## src/rtl/uart_tx_fifo_if.sv

```systemverilog
// Word handshake between the CPU output port and the UART transmitter.
// Master offers data/valid, the transmitter answers with ready.
interface uart_tx_fifo_if #(
   parameter int unsigned DATA_BITS = 8
);
   logic [DATA_BITS-1:0] data;
   logic                 valid;
   logic                 ready;

   modport master (output data, output valid, input ready);
   modport slave  (input data, input valid, output ready);
endinterface

```

## src/rtl/uart_tx_fifo.sv

```systemverilog
// UART transmitter with input FIFO: start, DATA_BITS LSB-first, optional parity, 1-2 stop bits.
// A queued word starts on the edge its predecessor's last stop bit ends, so bursts leave no idle gap.
module uart_tx_fifo #(
   parameter int unsigned CLKS_PER_BIT = 32'h28B0,
   parameter int unsigned DATA_BITS    = 8,
   parameter int unsigned PARITY       = 0,
   parameter int unsigned STOP_BITS    = 1,
   parameter int unsigned FIFO_DEPTH   = 4
) (
   input  logic                        CLK,
   input  logic                        RESET_N,
   uart_tx_fifo_if.slave               in_if,
   output logic                        UART_TX,
   output logic                        busy,
   output logic [$clog2(FIFO_DEPTH):0] fifo_count
);
   localparam int unsigned AW        = $clog2(FIFO_DEPTH);
   localparam int unsigned CW        = AW + 1;
   localparam logic [31:0] BIT_LAST  = 32'(CLKS_PER_BIT - 1);
   localparam logic [3:0]  DATA_LAST = 4'(DATA_BITS - 1);
   localparam logic [3:0]  STOP_LAST = 4'(STOP_BITS - 1);

   if (CLKS_PER_BIT < 2) begin : g_bad_cpb
      $error("uart_tx_fifo: CLKS_PER_BIT must be >= 2");
   end
   if (DATA_BITS < 5 || DATA_BITS > 9) begin : g_bad_data
      $error("uart_tx_fifo: DATA_BITS must be 5..9");
   end
   if (PARITY > 2) begin : g_bad_par
      $error("uart_tx_fifo: PARITY must be 0, 1 or 2");
   end
   if (STOP_BITS < 1 || STOP_BITS > 2) begin : g_bad_stop
      $error("uart_tx_fifo: STOP_BITS must be 1 or 2");
   end
   if (FIFO_DEPTH < 2 || (FIFO_DEPTH & (FIFO_DEPTH - 1)) != 0) begin : g_bad_depth
      $error("uart_tx_fifo: FIFO_DEPTH must be a power of two >= 2");
   end

   typedef enum logic [2:0] {S_IDLE, S_START, S_DATA, S_PARITY, S_STOP} state_t;

   logic [DATA_BITS-1:0] mem_q [FIFO_DEPTH];
   logic [AW-1:0]        wr_ptr_q, wr_ptr_d;
   logic [AW-1:0]        rd_ptr_q, rd_ptr_d;
   logic [CW-1:0]        count_q, count_d;
   state_t               state_q, state_d;
   logic [31:0]          timer_q, timer_d;
   logic [3:0]           idx_q, idx_d;
   logic [DATA_BITS-1:0] shreg_q, shreg_d;
   logic                 par_q, par_d;
   logic                 tx_q, tx_d;

   logic                 full, push, pop, bit_end;
   logic [DATA_BITS-1:0] head;

   // FIFO bookkeeping; pop is raised by the FSM below
   always_comb begin
      full     = (count_q == CW'(FIFO_DEPTH));
      push     = in_if.valid & ~full;
      head     = mem_q[rd_ptr_q];
      wr_ptr_d = push ? wr_ptr_q + AW'(1) : wr_ptr_q;
      rd_ptr_d = pop  ? rd_ptr_q + AW'(1) : rd_ptr_q;
      count_d  = count_q;
      case ({push, pop})
         2'b10:   count_d = count_q + CW'(1);
         2'b01:   count_d = count_q - CW'(1);
         default: count_d = count_q;
      endcase
   end

   always_ff @(posedge CLK) begin
      if (push) mem_q[wr_ptr_q] <= in_if.data;
   end

   always_comb begin
      state_d = state_q;
      idx_d   = idx_q;
      shreg_d = shreg_q;
      par_d   = par_q;
      pop     = 1'b0;
      bit_end = (timer_q == BIT_LAST);
      timer_d = bit_end ? '0 : timer_q + 32'd1;

      case (state_q)
         S_IDLE: begin
            timer_d = '0;
            if (count_q != '0) pop = 1'b1;
         end
         S_START: begin
            if (bit_end) begin
               state_d = S_DATA;
               idx_d   = '0;
            end
         end
         S_DATA: begin
            if (bit_end) begin
               shreg_d = shreg_q >> 1;
               if (idx_q == DATA_LAST) begin
                  idx_d   = '0;
                  state_d = (PARITY != 0) ? S_PARITY : S_STOP;
               end else begin
                  idx_d = idx_q + 4'd1;
               end
            end
         end
         S_PARITY: begin
            if (bit_end) begin
               state_d = S_STOP;
               idx_d   = '0;
            end
         end
         S_STOP: begin
            if (bit_end) begin
               if (idx_q == STOP_LAST) begin
                  if (count_q != '0) pop = 1'b1;
                  else               state_d = S_IDLE;
               end else begin
                  idx_d = idx_q + 4'd1;
               end
            end
         end
         default: state_d = S_IDLE;
      endcase

      // Loading latches the whole word, so later changes on data cannot corrupt this frame
      if (pop) begin
         state_d = S_START;
         timer_d = '0;
         idx_d   = '0;
         shreg_d = head;
         par_d   = (PARITY == 1) ? ~^head : ^head;
      end

      // Line level follows the next state so UART_TX is a clean flop output
      case (state_d)
         S_START:  tx_d = 1'b0;
         S_DATA:   tx_d = shreg_d[0];
         S_PARITY: tx_d = par_d;
         default:  tx_d = 1'b1;
      endcase
   end

   always_ff @(posedge CLK or negedge RESET_N) begin
      if (!RESET_N) begin
         wr_ptr_q <= '0;
         rd_ptr_q <= '0;
         count_q  <= '0;
         state_q  <= S_IDLE;
         timer_q  <= '0;
         idx_q    <= '0;
         shreg_q  <= '0;
         par_q    <= 1'b0;
         tx_q     <= 1'b1;
      end else begin
         wr_ptr_q <= wr_ptr_d;
         rd_ptr_q <= rd_ptr_d;
         count_q  <= count_d;
         state_q  <= state_d;
         timer_q  <= timer_d;
         idx_q    <= idx_d;
         shreg_q  <= shreg_d;
         par_q    <= par_d;
         tx_q     <= tx_d;
      end
   end

   assign in_if.ready = ~full;
   assign UART_TX     = tx_q;
   assign busy        = (state_q != S_IDLE) | (count_q != '0);
   assign fifo_count  = count_q;
endmodule

```

## src/flat_wrapper.sv

```systemverilog
// flat-port wrapper written by rule: the top's interface ports become plain ports
module uart_tx_fifo_flat 
#(
   parameter int unsigned CLKS_PER_BIT = 32'h28B0,
   parameter int unsigned DATA_BITS    = 8,
   parameter int unsigned PARITY       = 0,
   parameter int unsigned STOP_BITS    = 1,
   parameter int unsigned FIFO_DEPTH   = 4
)
  (CLK, RESET_N, UART_TX, busy, fifo_count, in_if_data, in_if_valid, in_if_ready);
  uart_tx_fifo_if #(.DATA_BITS(DATA_BITS)) in_if_i ();
  input  logic CLK;
  input  logic RESET_N;
  output logic UART_TX;
  output logic busy;
  output logic [$clog2(FIFO_DEPTH):0] fifo_count;
  input wire logic [$bits(in_if_i.data)-1:0] in_if_data;
  input wire logic [$bits(in_if_i.valid)-1:0] in_if_valid;
  output wire logic [$bits(in_if_i.ready)-1:0] in_if_ready;
  assign in_if_i.data = in_if_data;
  assign in_if_i.valid = in_if_valid;
  assign in_if_ready = in_if_i.ready;
  uart_tx_fifo #(.CLKS_PER_BIT(CLKS_PER_BIT), .DATA_BITS(DATA_BITS), .PARITY(PARITY), .STOP_BITS(STOP_BITS), .FIFO_DEPTH(FIFO_DEPTH)) u_core (.CLK(CLK), .RESET_N(RESET_N), .in_if(in_if_i), .UART_TX(UART_TX), .busy(busy), .fifo_count(fifo_count));
endmodule
```

## config.mk

```make
export PLATFORM = sky130hd
export DESIGN_NAME = uart_tx_fifo_flat
export DESIGN_NICKNAME = d
export VERILOG_FILES = /design/src/rtl/uart_tx_fifo_if.sv /design/src/rtl/uart_tx_fifo.sv /design/src/flat_wrapper.sv
export SDC_FILE = /design/constraint.sdc
export NUM_CORES = 1
export LEC_CHECK = 0
export CAP_MARGIN = 20
export CORE_UTILIZATION = 50
export CTS_CLUSTER_DIAMETER = 150
export DETAILED_ROUTE_END_ITERATION = 10
export PLACE_DENSITY = 0.68
export SYNTH_ARGS = -nofsm -noshare
export SYNTH_HDL_FRONTEND = slang
export SYNTH_SLANG_ARGS = --single-unit
```

## constraint.sdc

```tcl
create_clock -name CLK -period 3.9 [get_ports CLK]
set_input_delay 0.78 -clock CLK [delete_from_list [all_inputs] [get_ports CLK]]
set_output_delay 0.78 -clock CLK [all_outputs]
set_load 0.01 [all_outputs]
```

======== After elaboration in Yosys (flattened, before gate mapping) ========
Memory sizes are Yosys's and may differ from the RTL's.
Index checks and enable logic that the tools add are counted.
word-level totals
  memory bits (writable) .................. 32
  input port bits ......................... 11
  output and inout bits ................... 6
  logic and storage cells ................. 79
  bits in registers ....................... 56
  memories ................................ 1
cells by class
  bitwise gates (word level) .............. 3
  $add $sub $neg .......................... 6
  multiplexer cells ....................... 31
  equal/unequal tests ..................... 16
  reduce and logical (&&, ||, !) cells .... 12
memory list
  name          words  bits a word  read ports  clocked after memory_dff  wr ports  RTL line            text
  u_core.mem_q  4      8            1           0                         1         uart_tx_fifo.sv:41  logic [DATA_BITS-1:0] mem_q [FIFO_DEPTH];
operators by type and width
  cell                                                                      count
  32-bit 2-to-1 mux                                                         3
  32-bit by 1-bit adder with 32-bit output (second input constant)          1
  32-bit by 14-bit == test with 1-bit output (second input constant)        1
  3-bit 2-to-1 mux                                                          8
  4-bit 2-to-1 mux                                                          6
  8-bit 2-to-1 mux                                                          3
  3-bit one-hot mux with 5 select lines                                     1
  3-bit by 2-bit == test with 1-bit output (second input constant)          4
  4-bit one-hot mux with 3 select lines                                     1
  3-bit by 1-bit inequality test with 1-bit output (second input constant)  3
  8-bit parity                                                              1
  3-bit by 1-bit == test with 1-bit output (second input constant)          2
  3-bit == test (second input constant)                                     2
  1-bit 2-to-1 mux                                                          6
  3-bit one-hot mux with 2 select lines                                     1
  2-bit nonzero test                                                        3
  3-bit nonzero test                                                        2
  5-bit AND reduction                                                       1
  2-bit by 1-bit adder with 2-bit output (second input constant)            2
  4-bit by 1-bit adder with 4-bit output (second input constant)            1
  4-bit by 3-bit == test with 1-bit output (second input constant)          1
  4-bit logical NOT                                                         1
  4-bit nonzero test                                                        1
  3-bit by 1-bit adder with 3-bit output (second input constant)            1
  12 further kinds                                                          12

======== Logic depth before layout (Yosys ltp) ========
  depth in word-level cells ............... 8
  gate-level depth with buffers ........... 14
  gate-level depth less buffers ........... 12

======== Least setup slack after synthesis ========
OpenSTA, ideal clock, no wires.
  kind .................................... register -> register
  start point ............................. reg u_core.idx_q[0]
  end point ............................... reg u_core.count_q[2] (netlist: u_core.fifo_count[2])
  slack ................................... 1010 ps
  period minus slack after synthesis ...... 2890 ps
  stages on the path, launching flop included .. 14
  buffers on the path ..................... 1
  library setup time ...................... 79 ps
  required time ........................... 3821 ps
  data arrival time ....................... 2811 ps
  cells stage by stage .................... dfrtp_1 -> inv_1 -> ha_1 -> or3b_2 -> nor3_1 -> o21ai_2 -> inv_1 -> clkbuf_1 -> ha_1 -> inv_1 -> fa_1 -> xor2_1 -> nor2_1 -> xor2_1
between the ends
  word-level cells in the longest chain between the ends .. 6
  elaborated cells on any way between the ends .. 8
  classes of those cells .................. 2 x eq/ne; 4 x mux; 2 x reduce/logical
RTL lines
  what                                                                         RTL line             text
  start, declared                                                              uart_tx_fifo.sv:47   logic [3:0] idx_q, idx_d;
  start signal, assigned                                                       uart_tx_fifo.sv:159  idx_q <= idx_d;
  4-bit logical NOT (*)                                                        uart_tx_fifo.sv:113  if (idx_q == STOP_LAST) begin
  1-bit 2-to-1 mux (*)                                                         uart_tx_fifo.sv:113
  1-bit 2-to-1 mux (*)                                                         uart_tx_fifo.sv:112  if (bit_end) begin
  1-bit one-hot mux with 2 select lines (*)                                    uart_tx_fifo.sv:83   case (state_q)
  2-bit by 1-bit == test with 1-bit output or 2-bit == test (tied branches)    uart_tx_fifo.sv:63   case ({push, pop})
  3-bit one-hot mux with 2 select lines or 2-bit nonzero test (tied branches)  -
  end signal, assigned                                                         uart_tx_fifo.sv:156  count_q <= count_d;
  end, declared                                                                uart_tx_fifo.sv:44   logic [CW-1:0] count_q, count_d;
Every way passes the cells marked *; elsewhere a longest branch is shown, timed or not.
A chain may end at the register's enable or synchronous reset.

======== Worst setup path in the final report ========
Ends and elaborated chain as after synthesis.

==> qor.yml <==
status: "finished, final reports clean"
area_growth_pct: 11.4
cts_tree: "built"
std_cell_rows: 32
pwr-share-clk: 0.257
met1_usage: 0.228
regToRegSetupSlack_ps: 1100
io_buffers: 16
slew_viol_final: 0
ctsResizeCount: 0
fin_worst_skew_ps: 6.49
final_util: 0.583
worstPathMaxFanout: 8
setup_viol: 0
clk_pin_slew_ps: 90
avgSynthCellArea_um2: 11.9
post-route-min-period_ps: 2800
synth_seq_cells: 88
grt_overflow_total: 0
synth-edff-count: 32
seqPwrFrac: 0.470
num-nets-final: 379
synthesis.area_um2: 4080
yosys_warnings: 0
vdd_drop_max_mv: 0.370
numCtsBuffers: 9
via_per_inst: 5.45
grt.total_usage: 0.189
first_global_vias: 2646
die_w_um: 92.4
hold_class: "in2async"
synth_top_cell_by_area: "dfrtp_1"
placed_cells: 450
rsz0062_at_grt: "no"
hold_buffers: 0
synth_area_leaders: "dfrtp_1 34%, edfxtp_1 24%, xor2_1 4.9%, mux4_2 4.4%, xnor2_1 4.3%"
synth_top_area_frac: 0.337
drt-initial-drc-count: 151
power_density_nw_per_um2: 607
worst-setup-path-type: "reg2reg"
synth_flop_cell: "dfrtp_1"
arrival_ps: 3090
final_antenna_net_count: 0
drcViolationCount: 0
use_met3: 0.0501
combPwrFrac: 0.273
clock-sinks: 88
dr.pass1.iters: 4
cp-end-kind: "register"
route.vias.total: 2541
maxCapViolations: 0
dieArea_um2: 8530
crit_path_start_kind: "register"
gr-usage-met2: 0.329
finalCritPeriodShare: 0.719
htreeDepth: 3
syn_nets: 362
core_area_um2: 7810
dieHeight_um: 92.4
clockBufferDepth: 2
wl_per_cell_um: 15.0
finalSetupTns_ps: 0
cp-startpoint: "u_core.idx_q[0]"
synthTopCellsByCount: "55 x dfrtp_1, 43 x nor2_1, 32 x edfxtp_1, 28 x nand2_1, 23 x xor2_1"
ys_types: 45
synth_cells: 342
final_cells: 466
antenna_found_initial: 0
drive_gt1_frac: 0.107
grt_pass1_wl_mm: 12.4
r2r-start: "u_core.idx_q[0]"
required_ps: 4180
clk_latency_ps: 360
dpl.hpwl_mm: 4.89
initial_core_util: 0.523
report.final.hold_viol_count: 0
sw_frac_of_total: 0.312
slew_headroom: 0.452
antenna_cells: 0
worst_pin_slew_ps: 815
drt-total-wl_mm: 7.01
io_pins: 17
leakagePower_nw: 1.88
netSwitchingPower_mw: 0.860
grt_max_degree: 34
gp_congestion: 0.785
root_buffer: "clkbuf_8"
post-cts-setup-buffers: 0
clock.fmax_ghz: 0.357
intPower_mw: 1.90
synth_most_common_cell: "dfrtp_1"
yosysSeqAreaShare: 0.579
grt_busiest_layer: "met2"
async_reset_ff_frac: 0.636
[cell type report]
type | count | area [µm²]
clock inverter | 7 | 100
inverter | 13 | 48.8
tap | 102 | 128
multi-input combinational | 229 | 1610
sequential | 88 | 2360
timing repair buffer | 18 | 170
clock buffer | 9 | 124
fill | 654 | 3260
[state kept, by name, summed over array words and instances (netlist names)]
signal / cells
u_core.UART_TX: 1
u_core.rd_ptr_q: 2
u_core.idx_q: 4
u_core.par_q: 1
u_core.mem_q: 32
u_core.wr_ptr_q: 2
u_core.shreg_q: 8
u_core.fifo_count: 3
u_core.timer_q: 32
u_core.state_q: 3
[logic make-up (layout without fill, tap and decap cells)]
logic type / Yosys count / count (layout) / synth area share
adder cells (fa/ha/maj): 9 / 9 / 0.0294
multiplexers: 15 / 15 / 0.0625
XOR/XNOR: 43 / 43 / 0.0922
flip-flops: 88 / 88 / 0.579
AO/OA/AOI/OAI: 28 / 28 / 0.0401
buffers and inverters: 25 / 47 / 0.0257
AND/OR/NAND/NOR: 134 / 134 / 0.171
[through the flow]
stage	setup slack (ps)	instance area [µm²]	total power [mW]	hold WS (ps)
after floorplan	1010	4080	1.86	448
after global placement	1150	4320	2.06	463
after detailed placement	1090	4320	2.09	470
after CTS	1080	4550	2.80	396
after global routing	795	4550	2.93	420
final	1100	4550	2.76	388
[final timing paths]
path / to / cells past startpoint
min: u_core.timer_q[3] / 1
max: u_core.fifo_count[2] / 12
min in group CLK: u_core.timer_q[0] / 1
max in group asynchronous: u_core.timer_q[26] / 2
min reg2reg: u_core.timer_q[0] / 1
max reg2reg: u_core.fifo_count[2] / 12
[critical path, cell delays in order, from the launching register on]
cell	delay [ps]
dfrtp_1	440
inv_1	80
ha_1	130
or3b_2	450
nor3_1	330
o21ai_2	180
inv_1	110
ha_1	180
inv_1	60
fa_1	370
xor2_1	150
nor2_1	110
xor2_1	150
[cells in the final DEF, fill, tap and decap left out, drive strengths merged, types with 2 or more instances in the layout]
| master | instances |
|---|---|
| a21oi | 5 |
| nand4 | 11 |
| nand3 | 16 |
| o21a | 2 |
| or4 | 2 |
| nor2 | 43 |
| bufinv | 2 |
| nor3 | 6 |
| nand2 | 29 |
| xor2 | 23 |
| o21ai | 16 |
| xnor2 | 20 |
| and4 | 3 |
| nor4b | 2 |
| buf | 3 |
| inv | 17 |
| mux2i | 6 |
| and3 | 7 |
| nor4 | 7 |
| dfrtp | 55 |
| mux4 | 8 |
| ha | 8 |
| clkdlybuf4s50 | 15 |
| edfxtp | 32 |
| clkbuf | 9 |
[power groups by stage]
stage               Sequential, mW  Clock [mW]  Combinational [mW]
finish                        1.30       0.709               0.753
global route                  1.33       0.760               0.839
CTS                           1.30       0.725               0.774
detailed placement            1.32           0               0.770
global placement              1.32           0               0.749
floorplan                     1.25           0               0.612
[routing by layer]
metal	share of wire	wire length, µm
met1	0.44	3100
met2	0.51	3580
met3	0.031	217
met4	0.017	116
met5	0	0
(Power assumes the default switching activity.)
==> variant 1, RTL diff (same settings) <==
`CLKS_PER_BIT` is set to 32'h28B0 in 2 places; all go to 32'h1E84.
--- a/src/rtl/uart_tx_fifo.sv
+++ b/src/rtl/uart_tx_fifo.sv
@@ -1,7 +1,7 @@
 // UART transmitter with input FIFO: start, DATA_BITS LSB-first, optional parity, 1-2 stop bits.
 // A queued word starts on the edge its predecessor's last stop bit ends, so bursts leave no idle gap.
 module uart_tx_fifo #(
-   parameter int unsigned CLKS_PER_BIT = 32'h28B0,
+   parameter int unsigned CLKS_PER_BIT = 32'h1E84,
    parameter int unsigned DATA_BITS    = 8,
    parameter int unsigned PARITY       = 0,
    parameter int unsigned STOP_BITS    = 1,
--- a/src/flat_wrapper.sv
+++ b/src/flat_wrapper.sv
@@ -1,7 +1,7 @@
 // flat-port wrapper written by rule: the top's interface ports become plain ports
 module uart_tx_fifo_flat 
 #(
-   parameter int unsigned CLKS_PER_BIT = 32'h28B0,
+   parameter int unsigned CLKS_PER_BIT = 32'h1E84,
    parameter int unsigned DATA_BITS    = 8,
    parameter int unsigned PARITY       = 0,
    parameter int unsigned STOP_BITS    = 1,
Behaviour: same outputs for any inputs over 10 cycles, from zero or initial values and one cycle with RESET_N low; that may be too few to reach the edited logic, so the function may still have changed.
==> variant 1 against the original RTL <==
- sequential cell count did not move
- worst hold slack improved by 85 ps
- combinational power rose by 9.2%
- sequential power barely moved
- power rose by 0.20%
- setup slack got worse by 360 ps
- cell area rose by 2.4%
- wire length rose by 3.9%
- synthesized area rose by 2.6%
==> variant 1: results (changes against the original RTL) <==
Routing
  • DRC Markers: 0 (unchanged)
  • DR pass1 iterations: 5 (+1)
  • Number of DRC markers in iteration 0: 141 (-6.6%)
  • Via Count: 2,699 (+6.2%)
  • Routed length per instance: 14.90 µm (-0.97%)

Placed design
  • Buffers on Ports: 16 (unchanged)
  • Post-DP HPWL: 4937 µm (+0.91%)
  • Pre-CTS setup slack: 771.8 ps (-318.9 ps)
  • Final Wtd Congestion: 0.7723 (-1.6%)
  • DP Cell Count: 473 (+5.1%)

Timing
  • Setup_tns: 0 ps (unchanged)
  • Worst clock skew: 10.52 ps (+4.025 ps)
  • Least-Margin Pin Slew: 1029 ps (+213.4 ps)

Clocking
  • CTS root buf: clkbuf_8
  • Buffer count from post-CTS setup fixing: 0 (unchanged)
  • Clk slew on worst S/H paths: 90 ps (about the same)
  • CTS buffer count: 9 (unchanged)
  • Post-CTS sizing: 0 (unchanged)
  • Clk buf depth: 2 (unchanged)
  • H-Tree Level Count: 3 (unchanged)
  • Worst skew pair latency: 360 ps (about the same)

Synthesis
  • Top cells by area, synth: dfrtp_1 (33%), edfxtp_1 (23%), xnor2_1 (6.3%)
  • Post-synthesis cell type count: 50 (+11%)
  • Sequential-to-total area share from yosys stat: 56.44% (-1.5 points)
  • Synth Instances: 359 (+5.0%)
  • Top-count cell post-synth: dfrtp_1
  • Ys Warns: 0 (unchanged)
  • EDFF count, synth: 32 (unchanged)
  • Commonest cells post-synth: dfrtp_1 (55), nor2_1 (48), edfxtp_1 (32)
  • Syn Nets: 379 (+4.7%)
  • Async S/R FF share, synth: 63.64% (unchanged)

Power and ir drop
  • Lkg Pwr: 1.808 nW (-4.0%)
  • VDD IR-drop max: 0.3699 mV (about the same)

Critical path
  • Worst reg2reg endpoint: u_core.fifo_count[2]
  • CP Max Fanout: 21 (+13)
  • Worst r2r path cells: 13 (+1)
  • Crit start category: register
  • Worst R2R Setup Slack: 730 ps (-360 ps)
  • Reg2reg start: u_core.timer_q[0]

Finish
  • Biggest registers after layout: u_core.mem_q: 32 flops, u_core.timer_q: 32 flops, u_core.shreg_q: 8 flops
  • Fraction of layout cells with a size suffix above 1: 10.42% (-0.30 points)
  • Diodes inserted: 0 (unchanged)
  • Final cell count without fillers: 489 (+4.9%)
  • Final nets: 399 (+5.3%)

Global route
  • Met3 GRT Util: 4.390% (-0.62 points)
  • First-pass GRT wire length: 12,250 µm (-1.2%)
  • GR Util met1: 28.19% (+5.4 points)
  • Vias in the first global route: 2,484 (-6.1%)
  • Total track usage: 18.71% (-0.18 points)
  • GRT met2 Usage: 26.10% (-6.8 points)
  • Initial antenna violation count: 0 (unchanged)
  • Largest net degree at the start of global routing: 35 (+2.9%)

Min path
  • Hold Path Class: in -> async

Run status
  • Status: complete, no violations
[variant 1: worst max-delay path by stage]
stage                                end  slack [ps]  depth (start not counted)
finish              u_core.fifo_count[2]         730                         13
global route        u_core.fifo_count[2]         480                         13
CTS                 u_core.fifo_count[2]         740                         13
detailed placement  u_core.fifo_count[2]         770                         13
global placement    u_core.fifo_count[2]         870                         13
floorplan           u_core.fifo_count[2]        1280                         12
[variant 1: cell type report]
cell class                 instances  area [µm²]
sequential                        88        2364
inverter                          21       78.83
clock inverter                     7       80.08
timing repair buffer              18       170.2
tap                              105       131.4
clock buffer                       9       123.9
multi-input combinational        241        1710
fill                             695        3517
[variant 1: cells by family (layout without fill, tap and decap cells)]
| logic type | count (synthesis) | after routing | share of synthesized area [%] |
|---|---|---|---|
| AO/OA/AOI/OAI | 37 | 37 | 5.767 |
| XOR/XNOR | 41 | 41 | 8.575 |
| adder cells (fa/ha/maj) | 9 | 9 | 2.868 |
| buffers and inverters | 30 | 55 | 2.719 |
| flip-flops | 88 | 88 | 56.44 |
| multiplexers | 16 | 16 | 6.423 |
| AND/OR/NAND/NOR | 138 | 138 | 17.21 |
[variant 1: power by group]
part	total [mW]	switching [mW]	internal, mW
clock	0.638	0.337	0.301
sequential	1.30	0.153	1.15
combinational	0.822	0.411	0.411
[variant 1: through the flow]
step                      instance area [µm²]  hold slack [ps]
final                                    4658            473.7
after floorplan                          4188            454.9
after global placement                   4454            468.1
after CTS                                4658            491.4
after detailed placement                 4454            481.7
after global routing                     4658            535.8
[variant 1: worst max-delay path, cell delays in order (launching register included)]
cell and delay (ps):
dfrtp_1 390, ha_1 240, nor4b_1 290, nand3_1 260
nor3_2 310, a31oi_2 120, buf_4 220, inv_1 180
ha_1 230, inv_1 60, fa_1 370, xor2_1 150
nor2_1 110, xor2_1 140
[variant 1: routing by layer]
layer	routed length, µm	vias up
met5	0	-
met4	134	0
met3	235	11
met2	3117	49
met1	3800	1314
li1	-	1325
==> variant 2, RTL diff (same settings) <==
Made on the original files. Make the reset (`RESET_N`) synchronous in one clocked block.
--- a/src/rtl/uart_tx_fifo.sv
+++ b/src/rtl/uart_tx_fifo.sv
@@ -139,7 +139,7 @@
       endcase
    end
 
-   always_ff @(posedge CLK or negedge RESET_N) begin
+   always_ff @(posedge CLK) begin
       if (!RESET_N) begin
          wr_ptr_q <= '0;
          rd_ptr_q <= '0;
Function: differs if RESET_N is asserted again (counterexample within 4 cycles, from zero or initial values and one cycle with RESET_N low); with RESET_N held inactive, the same outputs for 10 cycles.
==> variant 2 against the original RTL <==
- count of clock-buffer cells in the layout unchanged
- fmax decreased by 12%
- non-clock buffer count unchanged
- wire length increased by 3.4%
- cell area decreased by 2.5%
- synthesized area decreased by 2.6%
- setup slack got worse by 370 ps
- synthesized cell count increased by 7.6%
- clock skew increased by 11 ps
- sequential cell count increased by 2
- first-iteration DRC count decreased by 44%
- power decreased by 13%
- die area decreased by 2.5%
- critical endpoint is now u_core.fifo_count[2]
==> variant 2: results (changes against the original RTL) <==
Routing
  • WL final: 7254 µm (+3.4%)
  • Number of DRC markers in iteration 0: 84 (-44%)
  • Routed Antenna Nets: 0 (unchanged)
  • Via Count: 2,715 (+6.8%)

Global route
  • Vias in the first global route: 2,554 (-3.5%)
  • First-pass GRT wire length: 12,030 µm (-3.0%)
  • Largest net degree at the start of global routing: 33 (-2.9%)
  • Total track usage: 18.69% (-0.20 points)

Synthesis
  • Commonest cells post-synth: dfxtp_1 (58), nor2_1 (53), edfxtp_1 (32)
  • Async S/R FF share, synth: 0% (-64 points)
  • Top cells by area, synth: dfxtp_1 (29%), edfxtp_1 (24%), xor2_1 (5.3%)
  • Syn Nets: 388 (+7.2%)
  • Most used DFF post-synth: dfxtp_1
  • Sequential-to-total area share from yosys stat: 53.35% (-4.5 points)

Critical path
  • End point of the critical path: u_core.fifo_count[2]
  • Worst R2R Setup Slack: 730 ps (-370 ps)
  • Crit-path max cell delay: 380 ps (-70 ps)
  • CP Max Fanout: 12 (+4)
  • Worst r2r path cells: 13 (+1)

Finish
  • Fill count: 673 (+2.9%)
  • Syn-to-layout area delta: 11.51%

Clocking
  • Worst skew pair latency: 370 ps

Placed design
  • Final Wtd Congestion: 0.8562 (+9.1%)
  • Post-DP HPWL: 5102 µm (+4.3%)
  • Post-DP Area: 4233 µm² (-2.1%)

Timing
  • Slew margin rel.: 51.40% (+6.3 points)
  • Worst clock skew: 17.24 ps (+10.75 ps)

Die
  • Initial core utilization: 51.47% (-0.82 points)

Power and ir drop
  • VDD IR-drop max: 0.2834 mV (-23%)

Run status
  • Status: complete, no violations

Min path
  • Hold Path Class: reg -> reg
-- variant 2: cell types whose count changed in the layout (fill, tap and decap cells not counted), sizes merged, moves of 3 or more --
cell	delta
dfxtp	+58
dfrtp	-55
nor2	+10
o21ai	-8
a21oi	+6
mux2i	-4
nand3	+4
or3	+4
a31oi	+3
clkinv	+3
-- variant 2: worst min path at each step --
stage | start | to | slack, ps
after floorplan | u_core.timer_q[0] | u_core.timer_q[0] | 430
final | u_core.timer_q[0] | u_core.timer_q[0] | 470
after global routing | u_core.timer_q[0] | u_core.timer_q[0] | 520
after detailed placement | u_core.timer_q[0] | u_core.timer_q[0] | 450
after global placement | u_core.timer_q[0] | u_core.timer_q[0] | 440
after CTS | u_core.timer_q[0] | u_core.timer_q[0] | 470
-- variant 2: per-layer routing --
metal	vias up	wire (µm)	track usage, %
met5	-	0	0
met4	0	114	8.333
met3	10	258	3.601
met2	36	3340	29.67
met1	1324	3541	24.89
li1	1345	-	-
-- variant 2: where the power goes --
| group | internal, mW | switching, mW | total [mW] |
|---|---|---|---|
| combinational | 0.290 | 0.306 | 0.596 |
| sequential | 1.08 | 0.0871 | 1.17 |
| clock | 0.257 | 0.382 | 0.639 |
| total | 1.63 | 0.775 | 2.41 |
-- variant 2: cells by family (layout without fill, tap and decap cells) --
logic type	count (synthesis)	after routing	synth area share (%)
buffers and inverters	22	46	2.328
XOR/XNOR	42	42	9.248
AO/OA/AOI/OAI	32	32	4.844
adder cells (fa/ha/maj)	9	9	3.020
multiplexers	11	11	5.316
flip-flops	90	90	53.35
AND/OR/NAND/NOR	162	162	21.89
-- variant 2: final cells by class --
class                   count  area share [%]
well taps                 102           2.877
inverters                  12           1.016
clock buffers               9           2.793
flip-flops and latches     90           47.84
clock inverters             7           1.777
repair buffers             18           3.949
multi-input cells         256           39.75
-- variant 2: metrics by stage --
stage	setup WS, ps	power (mW)	instances
3_5_place_dp	788.7	1.789	478
4_1_cts	723.3	2.427	494
6_report	731.5	2.406	494
5_1_grt	472.9	2.538	494
3_3_place_gp	901.1	1.777	478
2_1_floorplan	1180	1.634	368
